<file path="config.mk">
export PLATFORM = sky130hd
export DESIGN_NAME = ascensor_sched
export DESIGN_NICKNAME = d
export VERILOG_FILES = /design/src/rtl/ascensor_sched.sv
export SDC_FILE = /design/constraint.sdc
export NUM_CORES = 1
export LEC_CHECK = 0
export ABC_CLOCK_PERIOD_IN_PS = 2560
export CORE_MARGIN = 4
export CORE_UTILIZATION = 30
export DETAILED_ROUTE_END_ITERATION = 6
export GPL_TIMING_DRIVEN = 1
export PLACE_DENSITY = 0.53
export REMOVE_ABC_BUFFERS = 1
export SETUP_SLACK_MARGIN = 0.1
export SYNTH_ARGS = -nofsm -noshare
export SYNTH_HDL_FRONTEND = slang
export SYNTH_SLANG_ARGS = --single-unit
export TNS_END_PERCENT = 100
</file>
<file path="constraint.sdc">
create_clock -name clk -period 2.56 [get_ports clk]
set_clock_uncertainty 0.15 [all_clocks]
set_input_delay 0.256 -clock clk [delete_from_list [all_inputs] [get_ports clk]]
set_output_delay 0.256 -clock clk [all_outputs]
set_load 0.03 [all_outputs]
</file>
<file path="src/rtl/ascensor_sched.sv">
// ============================================================================
//  ascensor_sched : SCAN floor-request scheduler driving an external floor
//                   counter (enb/modo/data/dir) plus door and motion flags.
//  Revision 1.0
// ============================================================================
`default_nettype none

module ascensor_sched #(
  parameter int FLOORS = 8,
  parameter int TRAVEL = 4,
  parameter int DOOR   = 6,
  parameter int HOME   = 0
) (
  input  logic              clk,
  input  logic              rst,
  input  logic [FLOORS-1:0] req,
  input  logic [3:0]        q,
  output logic              enb,
  output logic              modo,
  output logic [3:0]        data,
  output logic              dir,
  output logic              door_open,
  output logic              moving,
  output logic [FLOORS-1:0] pend
);

  localparam int TMAX = (TRAVEL > DOOR) ? TRAVEL : DOOR;
  localparam int TW   = $clog2(TMAX + 1);

  typedef enum logic [2:0] {
    S_INIT  = 3'd0,
    S_IDLE  = 3'd1,
    S_MOVE  = 3'd2,
    S_CHECK = 3'd3,
    S_DOOR  = 3'd4
  } state_t;

  state_t            state_q, state_d;
  logic [TW-1:0]     timer_q, timer_d;
  logic [FLOORS-1:0] pend_q, pend_d;
  logic              enb_q, modo_q, dir_q, door_q, moving_q;
  logic [3:0]        data_q;

  logic              above, below, here, fault, ahead, pick_up, clr;
  logic [FLOORS-1:0] hit_mask;

  // Floor comparisons are done at 5 bits so FLOORS=16 never aliases onto q.
  always_comb begin
    above    = 1'b0;
    below    = 1'b0;
    here     = 1'b0;
    hit_mask = '0;
    for (int i = 0; i < FLOORS; i++) begin
      if (5'(i) > {1'b0, q}) above = above | pend_q[i];
      if (5'(i) < {1'b0, q}) below = below | pend_q[i];
      if (5'(i) == {1'b0, q}) begin
        here        = here | pend_q[i];
        hit_mask[i] = 1'b1;
      end
    end
    fault   = ({1'b0, q} >= 5'(FLOORS));
    ahead   = dir_q ? above : below;
    pick_up = above & (dir_q | ~below);
  end

  always_comb begin
    state_d = state_q;
    case (state_q)
      S_INIT:  if (enb_q) state_d = S_IDLE;
      S_IDLE: begin
        if (fault)        state_d = S_INIT;
        else if (here)    state_d = S_DOOR;
        else if (|pend_q) state_d = S_MOVE;
      end
      S_MOVE:  if (timer_q == TW'(TRAVEL)) state_d = S_CHECK;
      S_CHECK: begin
        if (fault)      state_d = S_INIT;
        else if (here)  state_d = S_DOOR;
        else if (ahead) state_d = S_MOVE;
        else            state_d = S_IDLE;
      end
      S_DOOR:  if (timer_q == TW'(DOOR)) state_d = S_IDLE;
      default: state_d = S_INIT;
    endcase

    timer_d = (state_d == state_q) ? timer_q + TW'(1) : TW'(1);
    clr     = (state_q == S_DOOR) || (state_d == S_DOOR);
    pend_d  = (pend_q | req) & ~(clr ? hit_mask : '0);
  end

  // Outputs are registered as a function of the state being entered.
  always_ff @(posedge clk or negedge rst) begin
    if (!rst) begin
      state_q  <= S_INIT;
      timer_q  <= '0;
      pend_q   <= '0;
      enb_q    <= 1'b0;
      modo_q   <= 1'b1;
      data_q   <= 4'(HOME);
      dir_q    <= 1'b1;
      door_q   <= 1'b0;
      moving_q <= 1'b0;
    end else begin
      state_q  <= state_d;
      pend_q   <= pend_d;
      data_q   <= 4'(HOME);
      enb_q    <= 1'b0;
      modo_q   <= 1'b1;
      door_q   <= 1'b0;
      moving_q <= 1'b0;
      timer_q  <= '0;
      case (state_d)
        S_INIT:  enb_q <= 1'b1;
        S_MOVE: begin
          moving_q <= 1'b1;
          modo_q   <= 1'b0;
          timer_q  <= timer_d;
          enb_q    <= (timer_d == TW'(TRAVEL));
          if (state_q == S_IDLE) dir_q <= pick_up;
        end
        S_CHECK: moving_q <= 1'b1;
        S_DOOR: begin
          door_q  <= 1'b1;
          timer_q <= timer_d;
        end
        default: ;
      endcase
    end
  end

  assign enb       = enb_q;
  assign modo      = modo_q;
  assign data      = data_q;
  assign dir       = dir_q;
  assign door_open = door_q;
  assign moving    = moving_q;
  assign pend      = pend_q;

endmodule

`default_nettype wire

</file>
# --- Yosys cells after proc, flatten, opt, wreduce, memory -nomap -nowiden ---
# Index checks and enable logic that the tools add are counted.
op_classes:
  add_sub_neg: 1
  magnitude_cmp: 16
  n_eq_ne: 18
  muxes: 49
  bitwise: 26
  n_reduce_logical: 8
op_table:
  columns: ["operator", "count"]
  rows:
  - ["2-to-1 mux 1 bit", 35]
  - ["2-to-1 mux 3 bit", 10]
  - ["OR 1 bit", 21]
  - ["== test 3 x 4 -> 1 bit, first input constant", 4]
  - ["greater-than comparator 3 x 4 -> 1 bit, first input constant", 4]
  - ["< comparator 3 x 4 -> 1 bit, first input constant", 4]
  - ["== test 3 bit, second input constant", 5]
  - ["one-hot mux 3 bit (5 select lines)", 1]
  - ["== test 3 x 2 -> 1 bit, second input constant", 4]
  - ["bitwise AND 8 bit", 1]
  - ["== test 2 x 4 -> 1 bit, first input constant", 2]
  - ["greater-than comparator 2 x 4 -> 1 bit, first input constant", 2]
  - ["< comparator 1 x 4 -> 1 bit, first input constant", 2]
  - ["< comparator 2 x 4 -> 1 bit, first input constant", 2]
  - ["2-to-1 mux 8 bit", 1]
  - ["inverter 8 bit", 1]
  - ["OR 8 bit", 1]
  - ["OR reduction 8 bit", 1]
  - ["logical NOT 3 bit", 2]
  - ["== test 1 x 4 -> 1 bit, first input constant", 1]
  - [">= comparator 4 bit, second input constant", 1]
  - ["greater-than comparator 1 x 4 -> 1 bit, first input constant", 1]
  - ["logical NOT 4 bit", 1]
  - ["OR reduction 2 bit", 2]
  - ["other kinds (9)", 9]
word_totals:
  ff_bits: 19
  input_bits: 14
  output_inout_bits: 17
  wordCells: 126

# --- Longest topological paths before layout ---
depth:
  ltp_word: 26
  depth_mapped: 8
  ltp_nobuf: 8

# --- Worst setup path before layout ---
# OpenSTA, ideal clock, no wires.
synth_path:
  kind: "reg-to-reg"
  start: "register pend_q[4] (netlist: pend[4])"
  end: "register timer_q[1]"
  setup_ns: 0.120
  arrival_ns: 1.879
  t_required_ns: 2.290
  setup_slack_ns: 0.411
  stages_incl_launch_ff: 7
  n_path_buf: 0
  period_less_slack_ns: 2.149
  path_cell_list: "dfrtp_1 -> a2111oi_4 -> o21ai_2 -> o32ai_4 -> o21ai_0 -> nor2_1 -> and3b_1"
synth_via:
  elab_chain_len: 16
  word_cells_on_any_way: 39
  cone_classes: "eq/ne (3); mux (22); bitwise (12); reduce/logical (2)"
synth_rtl:
  columns: ["element", "line_no", "rtl"]
  rows:
  - ["from (decl)", "40", "logic [FLOORS-1:0] pend_q, pend_d;"]
  - ["from (signal assigned)", "105", "pend_q <= pend_d;"]
  - ["OR 1 bit, on equally long branches", "55, 54", null]
  - ["2-to-1 mux 1 bit, on equally long branches", "55, 54", null]
  - ["OR 1 bit, on equally long branches", "55, 54", null]
  - ["2-to-1 mux 1 bit, on equally long branches", "55, 54", null]
  - ["OR 1 bit, on equally long branches", "55, 54", null]
  - ["2-to-1 mux 1 bit, on equally long branches", "55, 54", null]
  - ["OR 1 bit, on equally long branches", "55, 54", null]
  - ["2-to-1 mux 1 bit, on equally long branches", "55, 54", null]
  - ["2-to-1 mux 1 bit", "62", "ahead = dir_q ? above : below;"]
  - ["2-to-1 mux 2 bit", "79", "else if (ahead) state_d = S_MOVE;"]
  - ["2-to-1 mux 3 bit", "78", "else if (here) state_d = S_DOOR;"]
  - ["2-to-1 mux 3 bit", "77", "if (fault) state_d = S_INIT;"]
  - ["one-hot mux 3 bit (5 select lines) (*)", "68", "case (state_q)"]
  - ["== test 3 bit (tied with other cells)", "86", "timer_d = (state_d == state_q) ? timer_q + TW'(1) : TW'(1);"]
  - ["2-to-1 mux 3 bit or OR reduction 2 bit (tied branches)", null, null]
  - ["2-to-1 mux 3 bit (*)", "112", "case (state_d)"]
  - ["to (signal assigned)", "117", "timer_q <= timer_d;"]
  - ["to (signal assigned)", "124", "timer_q <= timer_d;"]
  - ["to (decl)", "39", "logic [TW-1:0] timer_q, timer_d;"]
# Mark *: on every way between the ends. The rest lies on a longest branch, timed or not.
# A chain may end at the register's enable or synchronous reset.

# --- Worst setup path after layout ---
layout_path:
  start: "input q[0]"
  end: "register enb_q (netlist: enb)"
layout_via:
  elab_chain_len: 25
  word_cells_on_any_way: 80
  cone_classes: "order compare (16); eq/ne (10); mux (32); bitwise (20); reduce/logical (2)"
layout_rtl:
  columns: ["element", "line_no", "rtl"]
  rows:
  - ["from (decl)", "17", "input logic [3:0] q,"]
  - ["< comparator 1 x 4 -> 1 bit", "55", "if (5'(i) < {1'b0, q}) below = below | pend_q[i];"]
  - ["2-to-1 mux 1 bit", "55", null]
  - ["OR 1 bit", "55", null]
  - ["2-to-1 mux 1 bit", "55", null]
  - ["OR 1 bit", "55", null]
  - ["2-to-1 mux 1 bit", "55", null]
  - ["OR 1 bit", "55", null]
  - ["2-to-1 mux 1 bit", "55", null]
  - ["[10 not listed]", null, null]
  - ["2-to-1 mux 3 bit", "78", null]
  - ["2-to-1 mux 3 bit", "77", null]
  - ["one-hot mux 3 bit (5 select lines) (*)", "68", null]
  - ["net state_d[1]", "38", "state_t state_q, state_d;"]
  - ["== test 3 bit", "86", null]
  - ["2-to-1 mux 3 bit", "86", null]
  - ["== test 3 bit", "118", "enb_q <= (timer_d == TW'(TRAVEL));"]
  - ["one-hot mux 1 bit (2 select lines) (*)", "112", null]
  - ["to (signal assigned)", "118", null]
  - ["to (decl)", "41", "logic enb_q, modo_q, dir_q, door_q, moving_q;"]
# Mark *: on every way through the listed nets, which the timed path passes. The rest lies on a longest branch.

==> flow_summary_export.csv <==
group,metric,value,unit
clocking,worstSkewPairLatency,0.25,ns
worst_setup_path,rr_worst_depth,6,
worst_setup_path,path_class,"input port to register",
pwr,peakVddDrop,0.372,mV
cells_and_area,syn2layout_area_growth,40.4,%
cells_and_area,multi_input_area,746,um2
placed_design,place_ws,-0.151,ns
pwr,p_sw,521,uW
sta,setup_viol,0,
cells_and_area,fin_cells,233,
global_routing,grt_max_degree,20,
cells_and_area,antenna_cells,0,
synthesis,synth_edf_count,0,
route,wire_per_inst,14.9,um
global_routing,grt_pass1_vias,1193,
clocking,cts.sinks,19,
worst_setup_path,cp-start-kind,"input port",
route,drcViolationCount,0,
route,vias,1174,
synthesis,synthTopCellsByArea,"dfrtp_1 34%, nor2_1 5.0%, dfstp_2 4.2%, a21oi_1 4.0%, buf_4 3.6%",
clocking,cts_tree,"done",
synthesis,synth_top_flop_cell,"dfrtp_1",
route,drt-initial-drc-count,61,
sta,period_minus_slack,2.35,ns
pwr,internal_power,797,uW
clocking,cts_max_level,1,
synthesis,syn-cell-area,1270,um2
pwr,p_per_area,741,nW/um2
pwr,p_clk_share,16.1,%
synthesis,async_flop_share,100,%
route,antenna_left,0,
sta,maxSlewViolCount,0,
synthesis,synth_commonest_cells,"17 x dfrtp_1, 17 x nor2_1, 10 x a21oi_1",
sta,finalCritPeriodShare,91.9,%
synthesis,yosys_warnings,0,
worst_setup_path,worstSetupEndpoint,"enb",
die,core,4030,um2
worst_setup_path,critPathMaxFanout,4,
placed_design,placed_cell_area,1710,um2
cells_and_area,seqCellArea,478,um2
die,ioPinCount,31,
placed_design,dpl.cell_count,229,
pwr,power.share.sequential,35.4,%
worst_setup_path,reg2reg_to,"timer_q[2]",
synthesis,synth.distinct_cells,48,
clocking,post_cts_buffers,0,
synthesis,syn_area_per_cell,9.24,um2
sta,hold_viol_final,0,
clocking,cts_buffer_depth,2,
die,die_y,73.0,um
worst_setup_path,r2r_start,"pend[4]",
worst_setup_path,critPathRequiredTime,2.56,ns
cells_and_area,drive_gt1_share,23.0,%
cells_and_area,finalNetCount,201,
worst_setup_path,crit_start,"q[0]",
cells_and_area,nFillCells,412,
pwr,power_leakage,0.000701,uW
route,routed_via_density,5.04,
die,die_area,5320,um2
global_routing,grt_pass1_wl,5780,um
global_routing,grtUsageTotal,13.9,%
cells_and_area,design_area,1780,um2
run_status,status,"completed",
sta,rsz0062_at_grt,"no",
clocking,cts_made_buffers,3,
synthesis,synth-seq-cells,19,
worst_setup_path,cp-end-kind,"register",
synthesis,synth_top_area_share,33.6,%
clocking,clock-root-buffer,"clkbuf_8",
placed_design,dpl.hpwl,2690,um
global_routing,antenna_found_initial,0,
route,firstDrtPassIters,4,
global_routing,grt_overflow,0,
placed_design,port_buffers,26,
route,wirelength,3470,um
die,fp-row-count,23,
pwr,power_frac_comb,48.5,%
worst_hold_path,hold_class,"input port to asynchronous set/reset pin",
placed_design,gp_congestion,0.807,
sta,fmax,425,MHz
die,die_w,73.0,um
synthesis,yosysTopAreaCell,"dfrtp_1",
die,initial_core_util,31.4,%
synthesis,ys_seq_area_share,37.7,%
clocking,clk_pin_slew,0.07,ns
worst_setup_path,crit_arrival,2.35,ns
run,maxCapViolCount,0,
pwr,p_sw_share,39.5,%
synthesis,syn_inst,137,
sta,worst_slack,0.207,ns
worst_setup_path,rrSetupSlack,0.29,ns
## kinds of logic (layout without fill, tap and decap cells)
logic type / count (synthesis) / after routing / synth area share [%]
compound gates: 36 / 36 / 22.7
xor+xnor: 1 / 1 / 0.692
fa+ha+maj: 3 / 3 / 2.96
buf+inv: 14 / 57 / 6.03
flops: 19 / 19 / 37.7
mux: 5 / 5 / 4.15
other cells: 1 / 4 / 0.296
simple gates: 58 / 58 / 25.4
## sequential cells by signal (all words and copies together) (netlist names)
signal and cells:
timer_q 3, pend 8, state_q 3, enb 1
dir 1, modo 1, moving 1, door_open 1
## power by group through the flow
stage / sequential (uW) / clock, uW / combinational, uW
final: 467 / 212 / 639
after global routing: 484 / 234 / 699
after CTS: 465 / 220 / 604
after detailed placement: 468 / 0 / 601
after global placement: 467 / 0 / 591
after floorplan: 526 / 0 / 277
## worst max-delay path, stage by stage
cell	delay, ns
clkdlybuf4s50_1	0.54
buf_4	0.16
mux2_2	0.32
nand4_1	0.10
and4b_4	0.26
nand2_1	0.07
buf_4	0.14
o21ai_1	0.20
nor4b_2	0.09
a31o_2	0.22
## worst min path at each step
stage	slack (ns)	startpoint	cells past startpoint	end
global placement	0.33	timer_q[0]	1	timer_q[0]
floorplan	-0.19	rst	0	door_open
finish	0.19	rst	2	pend[7]
global route	0.22	rst	2	timer_q[0]
CTS	0.19	rst	2	pend[5]
detailed placement	0.34	timer_q[0]	1	timer_q[0]
## area by class of cell
class	count	share of cell area, %
Sequential cell	19	26.9
Timing Repair Buffer	48	24.1
Tap cell	50	3.52
Inverter	5	1.06
Multi-Input combinational cell	107	41.9
Clock buffer	4	2.53
## through the flow
stage               total power, uW  util [%]  setup TNS, ns  hold WS [ns]
detailed placement             1070      42.4         -0.539         0.336
floorplan                       803         -              0        -0.190
finish                         1320      44.1              0         0.187
CTS                            1290      43.5              0         0.192
global route                   1420      44.1              0         0.215
global placement               1060      42.4         -0.548         0.333
## cell usage in the layout, fill, tap and decap left out, drive strengths merged, types with 5 or more instances in the layout
cell / synthesis / routed
a21oi: 10 / 10
buf: 7 / 22
clkdlybuf4s50: 0 / 25
dfrtp: 17 / 17
inv: 5 / 5
nand2: 7 / 7
nand3: 6 / 6
nor2: 18 / 18
o21ai: 12 / 12
## per-layer routing
metal	vias up	wire [um]	track usage [%]
met5	-	0	0
met4	0	20	3.69
met3	2	129	2.20
met2	24	1680	21.8
met1	572	1630	19.9
li1	576	-	-
## timing repair
item / in CTS / in global routing
setup endpoints to repair: 0 / 4
hold buffers: 0 / 0
gates resized for setup: 0 / 7
Note: power is estimated with default switching activity, not from simulation.
